$ cat src/rtl/fir_interp_pkg.sv
// Shared definitions for the 2x polyphase FIR interpolator.
//   - default sample width, output shift, coefficient width, accumulator width
//   - default prototype coefficients C0..C7
//   - FSM state type
//   - sat_clamp(): clamp a wide signed value into a w-bit signed range
package fir_interp_pkg;

  localparam int unsigned DW_DEF    = 16;
  localparam int unsigned SHIFT_DEF = 8;
  localparam int unsigned CW        = 16;
  localparam int unsigned ACC_W_DEF = 2 * DW_DEF + 2;

  localparam logic signed [CW-1:0] C0_DEF = 16'sd50;
  localparam logic signed [CW-1:0] C1_DEF = 16'sd100;
  localparam logic signed [CW-1:0] C2_DEF = 16'sd150;
  localparam logic signed [CW-1:0] C3_DEF = 16'sd200;
  localparam logic signed [CW-1:0] C4_DEF = 16'sd200;
  localparam logic signed [CW-1:0] C5_DEF = 16'sd150;
  localparam logic signed [CW-1:0] C6_DEF = 16'sd100;
  localparam logic signed [CW-1:0] C7_DEF = 16'sd50;

  typedef enum logic [2:0] {
    IDLE,
    MAC0,
    OUT0,
    MAC1,
    OUT1
  } fir_state_e;

  function automatic logic signed [63:0] sat_clamp(input logic signed [63:0] v,
                                                   input int unsigned     w);
    logic signed [63:0] hi;
    logic signed [63:0] lo;
    hi = (64'sd1 <<< (w - 1)) - 64'sd1;
    lo = -(64'sd1 <<< (w - 1));
    if (v > hi)      return hi;
    else if (v < lo) return lo;
    else             return v;
  endfunction

endpackage

$ cat src/rtl/fir_serial_mac.sv
// Serial multiply-accumulate engine: one a*b product added per enabled cycle.
//   clk, reset : rising-edge clock, asynchronous active-high reset
//   clear      : zero accumulator and tap counter (wins over en)
//   en         : accumulate a*b this cycle and advance the tap counter
//   a, b       : signed sample / signed coefficient operands
//   acc        : running sum, AW bits wide
//   tap        : 2-bit index of the tap being processed next
module fir_serial_mac
  import fir_interp_pkg::*;
#(
  parameter int unsigned DW = DW_DEF,
  parameter int unsigned AW = ACC_W_DEF
) (
  input  logic                 clk,
  input  logic                 reset,
  input  logic                 clear,
  input  logic                 en,
  input  logic signed [DW-1:0] a,
  input  logic signed [CW-1:0] b,
  output logic signed [AW-1:0] acc,
  output logic [1:0]           tap
);

  localparam int unsigned PW = DW + CW;

  logic signed [PW-1:0] prod;

  // Operands are sign-extended to full product width before multiplying.
  assign prod = PW'(a) * PW'(b);

  always_ff @(posedge clk or posedge reset) begin
    if (reset) begin
      acc <= '0;
      tap <= '0;
    end else if (clear) begin
      acc <= '0;
      tap <= '0;
    end else if (en) begin
      acc <= acc + AW'(prod);
      tap <= tap + 2'd1;
    end
  end

endmodule

$ cat src/rtl/fir_interp2.sv
// 2x polyphase FIR interpolator. Each accepted input sample yields two output
// samples (phase 0 from even coefficients, phase 1 from odd coefficients),
// each computed by a 4-cycle serial MAC over a 4-entry delay line.
//   clk, reset          : rising-edge clock, asynchronous active-high reset
//   in_valid/in_ready   : input handshake; in_ready only in IDLE
//   in_data             : signed base-rate sample
//   out_valid/out_ready : output handshake; out_valid only in OUT0/OUT1
//   out_data            : signed 2x-rate sample, stable while stalled
// Build option: define FIR_INTERP_SAT_EN to clamp the shifted result into the
// DW-bit range; otherwise the low DW bits are output (two's-complement wrap).
module fir_interp2
  import fir_interp_pkg::*;
#(
  parameter int unsigned          DW    = DW_DEF,
  parameter int unsigned          SHIFT = SHIFT_DEF,
  parameter logic signed [CW-1:0] C0    = C0_DEF,
  parameter logic signed [CW-1:0] C1    = C1_DEF,
  parameter logic signed [CW-1:0] C2    = C2_DEF,
  parameter logic signed [CW-1:0] C3    = C3_DEF,
  parameter logic signed [CW-1:0] C4    = C4_DEF,
  parameter logic signed [CW-1:0] C5    = C5_DEF,
  parameter logic signed [CW-1:0] C6    = C6_DEF,
  parameter logic signed [CW-1:0] C7    = C7_DEF
) (
  input  logic                 clk,
  input  logic                 reset,
  input  logic                 in_valid,
  output logic                 in_ready,
  input  logic signed [DW-1:0] in_data,
  output logic                 out_valid,
  input  logic                 out_ready,
  output logic signed [DW-1:0] out_data
);

  localparam int unsigned AW = DW + CW + 2;
  localparam logic signed [CW-1:0] COEF [8] = '{C0, C1, C2, C3, C4, C5, C6, C7};

  fir_state_e state, state_nxt;

  logic signed [DW-1:0] dly [4];
  logic                 accept;
  logic                 out_hs;
  logic                 mac_clr;
  logic                 mac_en;
  logic                 phase;
  logic [1:0]           tap;
  logic signed [DW-1:0] mac_a;
  logic signed [CW-1:0] mac_b;
  logic signed [AW-1:0] acc;
  logic signed [AW-1:0] shifted;

  // in_ready is gated by reset so it reads 0 for the whole reset pulse.
  assign in_ready  = (state == IDLE) && !reset;
  assign out_valid = (state == OUT0) || (state == OUT1);
  assign accept    = in_valid && in_ready;
  assign out_hs    = out_valid && out_ready;
  assign phase     = (state == MAC1);

  always_ff @(posedge clk or posedge reset) begin
    if (reset) state <= IDLE;
    else       state <= state_nxt;
  end

  always_comb begin
    state_nxt = state;
    mac_clr   = 1'b0;
    mac_en    = 1'b0;
    unique case (state)
      IDLE: begin
        if (accept) begin
          state_nxt = MAC0;
          mac_clr   = 1'b1;
        end
      end
      MAC0: begin
        mac_en = 1'b1;
        if (tap == 2'd3) state_nxt = OUT0;
      end
      OUT0: begin
        if (out_hs) begin
          state_nxt = MAC1;
          mac_clr   = 1'b1;
        end
      end
      MAC1: begin
        mac_en = 1'b1;
        if (tap == 2'd3) state_nxt = OUT1;
      end
      OUT1: begin
        if (out_hs) state_nxt = IDLE;
      end
      default: state_nxt = IDLE;
    endcase
  end

  always_ff @(posedge clk or posedge reset) begin
    if (reset) begin
      for (int unsigned i = 0; i < 4; i++) dly[i] <= '0;
    end else if (accept) begin
      dly[0] <= in_data;
      dly[1] <= dly[0];
      dly[2] <= dly[1];
      dly[3] <= dly[2];
    end
  end

  // Tap k of phase p uses delay entry k and coefficient C[2k+p].
  always_comb begin
    mac_a = dly[tap];
    mac_b = COEF[{tap, phase}];
  end

  fir_serial_mac #(
    .DW (DW),
    .AW (AW)
  ) u_mac (
    .clk   (clk),
    .reset (reset),
    .clear (mac_clr),
    .en    (mac_en),
    .a     (mac_a),
    .b     (mac_b),
    .acc   (acc),
    .tap   (tap)
  );

  // The accumulator is frozen outside MAC states, so driving out_data straight
  // from it keeps the value stable under backpressure without an extra register.
  assign shifted = acc >>> SHIFT;

`ifdef FIR_INTERP_SAT_EN
  logic signed [63:0] clamped;
  logic               sat_unused_hi;
  always_comb clamped = sat_clamp(64'(shifted), DW);
  assign out_data      = clamped[DW-1:0];
  assign sat_unused_hi = ^clamped[63:DW];
`else
  logic wrap_unused_hi;
  assign out_data       = shifted[DW-1:0];
  assign wrap_unused_hi = ^shifted[AW-1:DW];
`endif

endmodule

$ cat config.mk
export PLATFORM = sky130hd
export DESIGN_NAME = fir_interp2
export DESIGN_NICKNAME = d
export VERILOG_FILES = /design/src/rtl/fir_interp_pkg.sv /design/src/rtl/fir_serial_mac.sv /design/src/rtl/fir_interp2.sv
export SDC_FILE = /design/constraint.sdc
export NUM_CORES = 1
export LEC_CHECK = 0
export BUFFER_PORTS_ARGS = -buffer_cell sky130_fd_sc_hd__buf_2
export CAP_MARGIN = 40
export CELL_PAD_IN_SITES_DETAIL_PLACEMENT = 1
export CELL_PAD_IN_SITES_GLOBAL_PLACEMENT = 2
export CORE_MARGIN = 2
export CORE_UTILIZATION = 44
export CTS_BUF_LIST = sky130_fd_sc_hd__clkbuf_8
export DETAILED_ROUTE_END_ITERATION = 6
export PLACE_DENSITY_LB_ADDON = 0.1
export SETUP_SLACK_MARGIN = 0.05
export SLEW_MARGIN = 40
export SYNTH_ARGS = -nofsm -noshare
export SYNTH_HDL_FRONTEND = slang
export SYNTH_SLANG_ARGS = --single-unit
$ cat constraint.sdc
create_clock -name clk -period 9.02 [get_ports clk]
set_clock_uncertainty 0.15 [all_clocks]
set_input_delay 0 -clock clk [delete_from_list [all_inputs] [get_ports clk]]
set_output_delay 0 -clock clk [all_outputs]
set_load 0.03 [all_outputs]
==> results of run 1 <==
worst register-to-register path, delay by kind of cell (launching register included):
kind	cells	cell delay [ns]
xor gates and xnor gates	1	0.69
DFF	1	0.50
AOI/OAI and AO/OA	4	0.71
adders and majority gates	7	3.04
and+or+nand+nor	6	1.36
buffers and inverters	4	0.63
logic make-up after synthesis:
| group | after synthesis | synth area share [%] |
|---|---|---|
| buffers and inverters | 208 | 9.37 |
| adder cells (fa/ha/maj) | 193 | 35.0 |
| flip-flops | 92 | 25.4 |
| XOR/XNOR | 24 | 2.49 |
| AND/OR/NAND/NOR | 163 | 9.30 |
| AO/OA/AOI/OAI | 78 | 5.49 |
| multiplexers | 86 | 13.0 |
state kept, by name, indices dropped and copies added, names as in the netlist:
name       cells
dly           64
state          3
u_mac.acc     23
u_mac.tap      2
final timing paths:
kind	endpoint	startpoint
max	u_mac.acc[23]	state[2]
min	state[0]	in_valid
max reg2reg	u_mac.acc[23]	state[2]
min reg2reg	dly[4]	dly[20]
max in group asynchronous	dly[16]	reset
min in group asynchronous	state[2]	reset
layer usage:
metal | share of wire (%) | global-route usage [%]
met1 | 52 | 29.0
met2 | 45 | 31.5
met3 | 1.6 | 1.76
met4 | 1.5 | 4.86
met5 | 0 | 0
synthesized netlist by cell type (2+ instances only):
cell type	count
a211oi_1	2
a21o_1	3
a21oi_1	19
a22o_1	6
a32o_1	4
and2_1	28
and3_1	2
buf_1	8
buf_4	16
clkbuf_1	18
dfrtp_1	92
fa_1	100
ha_1	93
inv_1	165
mux2_1	49
mux2_2	18
mux2i_1	3
mux4_1	8
mux4_2	8
nand2_1	59
nand2b_1	10
nand3_1	5
nand4_1	4
nor2_1	10
nor2b_1	30
nor3_1	5
nor4_1	3
o211ai_1	2
o21a_1	3
o21ai_0	18
o21ai_1	9
o21bai_1	3
or3_1	2
or4_1	2
xnor2_1	13
xnor2_2	2
xor2_1	9
metrics by stage:
| step | area (sq um) | util, % |
|---|---|---|
| 6_report | 9810 | 48.5 |
| 5_1_grt | 9810 | 48.5 |
| 4_1_cts | 9800 | 48.4 |
| 3_5_place_dp | 9430 | 46.6 |
| 3_3_place_gp | 9410 | 46.5 |
| 2_1_floorplan | 9050 | - |
cell type report:
cell class | count | area [sq um] | share of cell area [%]
Clock buffer | 9 | 124 | 1.26
Clock inverter | 7 | 58.8 | 0.600
Tap cell | 270 | 338 | 3.44
Multi-Input combinational cell | 544 | 5930 | 60.4
Sequential cell | 92 | 2300 | 23.5
Inverter | 165 | 622 | 6.34
Timing Repair Buffer | 63 | 435 | 4.44
==> flow_summary_export.csv, run 1 <==
group,metric,value,unit
timing,relSlewSlack,47.7,%
timing,slew_violations,0,
yosys,synth_cell_type_count,50,
floorplanning,die_area,21700,sq um
setup_path,critPathMostFrequentCell,"fa_1",
clock_network,cts-buffers-inserted,9,
grt,grt_max_degree,67,
setup_path,worst_ep_arrival_time,7.33,ns
clock_network,cts_resized,0,
yosys,syn_inst,844,
clock_network,cts_setup_buffers,0,
placement,portBuffers,37,
setup_path,crit_path_start_kind,"flip-flop",
finish,layout-drive-gt1-share,10.5,%
placement,dp_slack,1.85,ns
drt,wl,19800,microns
finish,final_common_cell,"inv_1",
setup_path,cp_max_fo,32,
finish,final_cell_mix,"inv_1, fa_1, ha_1",
setup_path,cp.depth,22,
setup_path,critical_path_buf_inv_count,4,
clock_network,insertion_delay,0.39,ns
drt,drc,0,
min_path,hp-class,"input port to flip-flop",
timing,holdWs,0.0560,ns
placement,place_congestion,0.832,
grt,grt_antenna_before_repair,0,
setup_path,slowest_stage,"xor2_4",
timing,timing.final.hold_violations,0,
finish,instances_no_fill,1150,
finish,syn_to_final_growth,8.30,%
yosys,synth_warnings,0,
finish,nets,1088,
min_path,hold_depth,4,
placement,placedCellCount,1115,
yosys,synth_area_per_cell,10.7,sq um
drt,wire_per_inst,17.2,microns
floorplanning,die_h,147,microns
setup_path,cp.required,9.21,ns
timing,setup_tns,0,ns
clock_network,h-tree-depth,3,
floorplanning,pin_count,38,
setup_path,r2r_slack,1.88,ns
finish,n_fill_cell,2213,
yosys,syn_nets,1057,
timing,fin_crit_sh,79.2,%
timing,fin_ws,1.88,ns
outcome,outcome,"finished clean",
clock_network,cts_hold_buf,19,
clock_network,cts_root_buffer,"clkbuf_8",
floorplanning,die_x,147,microns
floorplanning,core-area,20200,sq um
floorplanning,initial_core_util,44.8,%
clock_network,cts.sinks,92,
yosys,synth-edff-count,0,
yosys,synthFlopType,"dfrtp_1",
drt,viasPerCell,5.11,
drt,drtPass1Iterations,4,
clock_network,cts_tree,"done",
timing,rsz0062_at_grt,"no",
yosys,yosys-top-cells-area,"dfrtp_1, fa_1, ha_1",
placement,dp.final_hpwl,15400,microns
setup_path,crit_type,"flip-flop to flip-flop",
timing,worst_slew_pin_slew,0.783,ns
floorplanning,fp-row-count,52,
job,drv_cap,0,
drt,drtAntennaViolNets,0,
setup_path,cp_top_family,"adder cells",
setup_path,rr_worst_depth,22,
grt,grt_first_pass_wirelength,33800,microns
grt,grt_util_all_layers,19.6,%
yosys,synth-seq-cells,92,
yosys,netlist.area_leader.share,25.4,%
yosys,synth-async-reset-ratio,100,%
yosys,synth.largest_area_cell,"dfrtp_1",
timing,setup_viol,0,
drt,via_count,5874,
yosys,syn_area,9050,sq um
grt,grt-ovfl-total,0,
clock_network,clkTransAtPathRegs,0.12,ns
yosys,ys_seq_area_share,25.4,%
finish,antennaDiodeCount,0,
grt,grt_pass1_vias,6558,
timing,min_period,7.14,ns
setup_path,setup.worst_path.end_class,"flip-flop",
clock_network,clock_path_buffers,2,
timing,fmax,140,MHz
drt,drt-initial-drc-count,110,
setup_path,slowest_delay,0.69,ns
setup_path,worstPathCellList,"nor2b_1 -> buf_4 -> nand2_1 -> xor2_4 -> nand2_1 -> inv_1 -> fa_1 -> fa_1 -> ha_1 -> fa_1 -> fa_1 -> inv_1 -> fa_1 -> inv_1 -> ha_1 -> a21oi_1 -> o21ai_1 -> nor4_1 -> o2bb2ai_1 -> o221ai_1 -> or4_1 -> nand3_1",
Power of run 1 is not shown: default switching activity piles up to over one toggle a cycle in this logic, so the estimate is an artifact.
==> run 2, diff against run 1 <==
--- a/config.mk
+++ b/config.mk
@@ -10,7 +10,7 @@
 export CELL_PAD_IN_SITES_DETAIL_PLACEMENT = 1
 export CELL_PAD_IN_SITES_GLOBAL_PLACEMENT = 2
 export CORE_MARGIN = 2
-export CORE_UTILIZATION = 44
+export CORE_UTILIZATION = 39
 export CTS_BUF_LIST = sky130_fd_sc_hd__clkbuf_8
 export DETAILED_ROUTE_END_ITERATION = 6
 export PLACE_DENSITY_LB_ADDON = 0.1
==> constraint.sdc (replaced) <==
create_clock -name clk -period 6.52 [get_ports clk]
set_clock_uncertainty 0.15 [all_clocks]
set_input_delay 0 -clock clk [delete_from_list [all_inputs] [get_ports clk]]
set_output_delay 0 -clock clk [all_outputs]
set_load 0.03 [all_outputs]
==> run 2 against run 1 <==
  * Critical endpoint unchanged
  * Hold slack worse by 0.020 ns
  * Non-clock buffer count up 15
  * Maximum frequency up 15%
  * Sequential share of layout area down 0.41 points
  * Die area up 12%
==> flow_summary_export.csv, run 2 (synthesized netlist as in run 1, its figures left out) <==
group,metric,value,unit
outcome,outcome,"finished clean",
drt,drtAntennaViolNets,0,
placement,portBuffers,37,
placement,dp_slack,0.0727,ns
drt,drt-initial-drc-count,119,
timing,setup_viol,0,
grt,grt_util_all_layers,17.7,%
setup_path,slowest_stage,"mux4_1",
timing,min_period,6.20,ns
floorplanning,die_h,156,microns
grt,grt_antenna_before_repair,0,
floorplanning,initial_core_util,39.9,%
floorplanning,die_area,24500,sq um
setup_path,worst_ep_arrival_time,6.39,ns
setup_path,slowest_delay,0.62,ns
timing,rsz0062_at_grt,"yes",
finish,nets,1103,
grt,grt_max_degree,67,
finish,syn_to_final_growth,10.2,%
finish,final_common_cell,"inv_1",
clock_network,clkTransAtPathRegs,0.12,ns
timing,slew_violations,0,
setup_path,cp_max_fo,8,
timing,worst_slew_pin_slew,0.598,ns
clock_network,clock_path_buffers,2,
drt,via_count,5807,
drt,wire_per_inst,16.8,microns
finish,instances_no_fill,1180,
drt,wl,19800,microns
timing,fin_crit_sh,95.0,%
clock_network,cts-buffers-inserted,9,
setup_path,cp.required,6.71,ns
setup_path,setup.worst_path.end_class,"flip-flop",
grt,use_met2,27.9,%
finish,final_cell_mix,"inv_1, fa_1, dfrtp_1",
setup_path,cp_top_family,"adder cells",
finish,top_register,"dly",
finish,fin_area,9980,sq um
placement,placedCellCount,1144,
drt,drc,0,
timing,relSlewSlack,60.1,%
grt,use_met1,25.8,%
floorplanning,die_x,156,microns
setup_path,crit_path_start_kind,"flip-flop",
finish,antennaDiodeCount,0,
setup_path,critical_path_buf_inv_count,3,
grt,grt-ovfl-total,0,
min_path,hp-class,"input port to flip-flop",
grt,grt_use_met3,2.08,%
drt,drtPass1Iterations,4,
job,drv_cap,0,
setup_path,worstPathCellList,"buf_6 -> mux4_1 -> nor2b_1 -> fa_1 -> fa_1 -> ha_1 -> fa_1 -> inv_1 -> fa_1 -> fa_1 -> inv_1 -> ha_1 -> a21oi_1 -> nand2_1 -> o21ai_2 -> o2bb2ai_2 -> o221ai_1 -> or4_1 -> nand3_1",
drt,viasPerCell,4.92,
setup_path,crit_type,"flip-flop to flip-flop",
placement,dp.final_hpwl,16000,microns
finish,layout-drive-gt1-share,13.7,%
timing,setup_tns,0,ns
finish,largest_reg_flops,64,
floorplanning,fp-row-count,55,
placement,dpl_cell_area,9560,sq um
clock_network,h-tree-depth,3,
grt,grt_first_pass_wirelength,34100,microns
timing,timing.final.hold_violations,0,
placement,place_congestion,0.830,
floorplanning,core-area,22700,sq um
timing,fmax,161,MHz
clock_network,cts.sinks,92,
grt,grt_busiest_layer,"met2",
finish,largest_registers,"dly x64, u_mac.acc x23, state x3",
clock_network,insertion_delay,0.40,ns
grt,grt_pass1_vias,6590,
setup_path,critPathMostFrequentCell,"fa_1",
clock_network,cts_root_buffer,"clkbuf_8",
timing,fin_ws,0.323,ns
clock_network,cts_tree,"done",
floorplanning,pin_count,38,
## run 2: final timing paths
kind                              start             to  slack [ns]  depth (start not counted)
min in group asynchronous         reset  u_mac.acc[20]        0.56                          4
hold / removal                 in_valid       state[0]        0.04                          4
setup / recovery           u_mac.tap[0]  u_mac.acc[23]        0.32                         19
setup reg to reg           u_mac.tap[0]  u_mac.acc[23]        0.32                         19
max in group asynchronous         reset        dly[42]        4.62                          6
hold reg to reg                  dly[3]         dly[3]        0.35                          1
## run 2: stage by stage
stage                     util (%)  hold WS [ns]
after floorplan                  -       -0.0308
after global placement        42.0        -0.142
after detailed placement      42.1        -0.136
after CTS                     43.8         0.173
after global routing          43.9        0.0856
final                         43.9        0.0364
## run 2: tightest hold or removal path, cell delays in order
cell	delay, ns
buf_2	0.08
nand2_2	0.04
buf_6	0.25
o21ai_0	0.14
## run 2: repair_timing
item,in CTS,in global routing
endpoints found under the hold margin,75,0
hold buffers,19,0
buffers inserted,0,1
resized for setup,0,22
endpoints found under the setup margin,0,8
## run 2: cell type report
type                            count  area (sq um)
Clock inverter                      7          58.8
Multi-Input combinational cell    544          5940
Clock buffer                        9           124
Tap cell                          285           357
Timing Repair Buffer               78           577
Inverter                          165           622
Fill cell                        2494         12700
Sequential cell                    92          2300
## run 2: routing by layer
layer,wire [microns],up-vias
li1,-,2790
met4,337,0
met2,8730,63
met5,0,-
met3,479,20
met1,10300,2934
Power of run 2 is left out for the same reason.
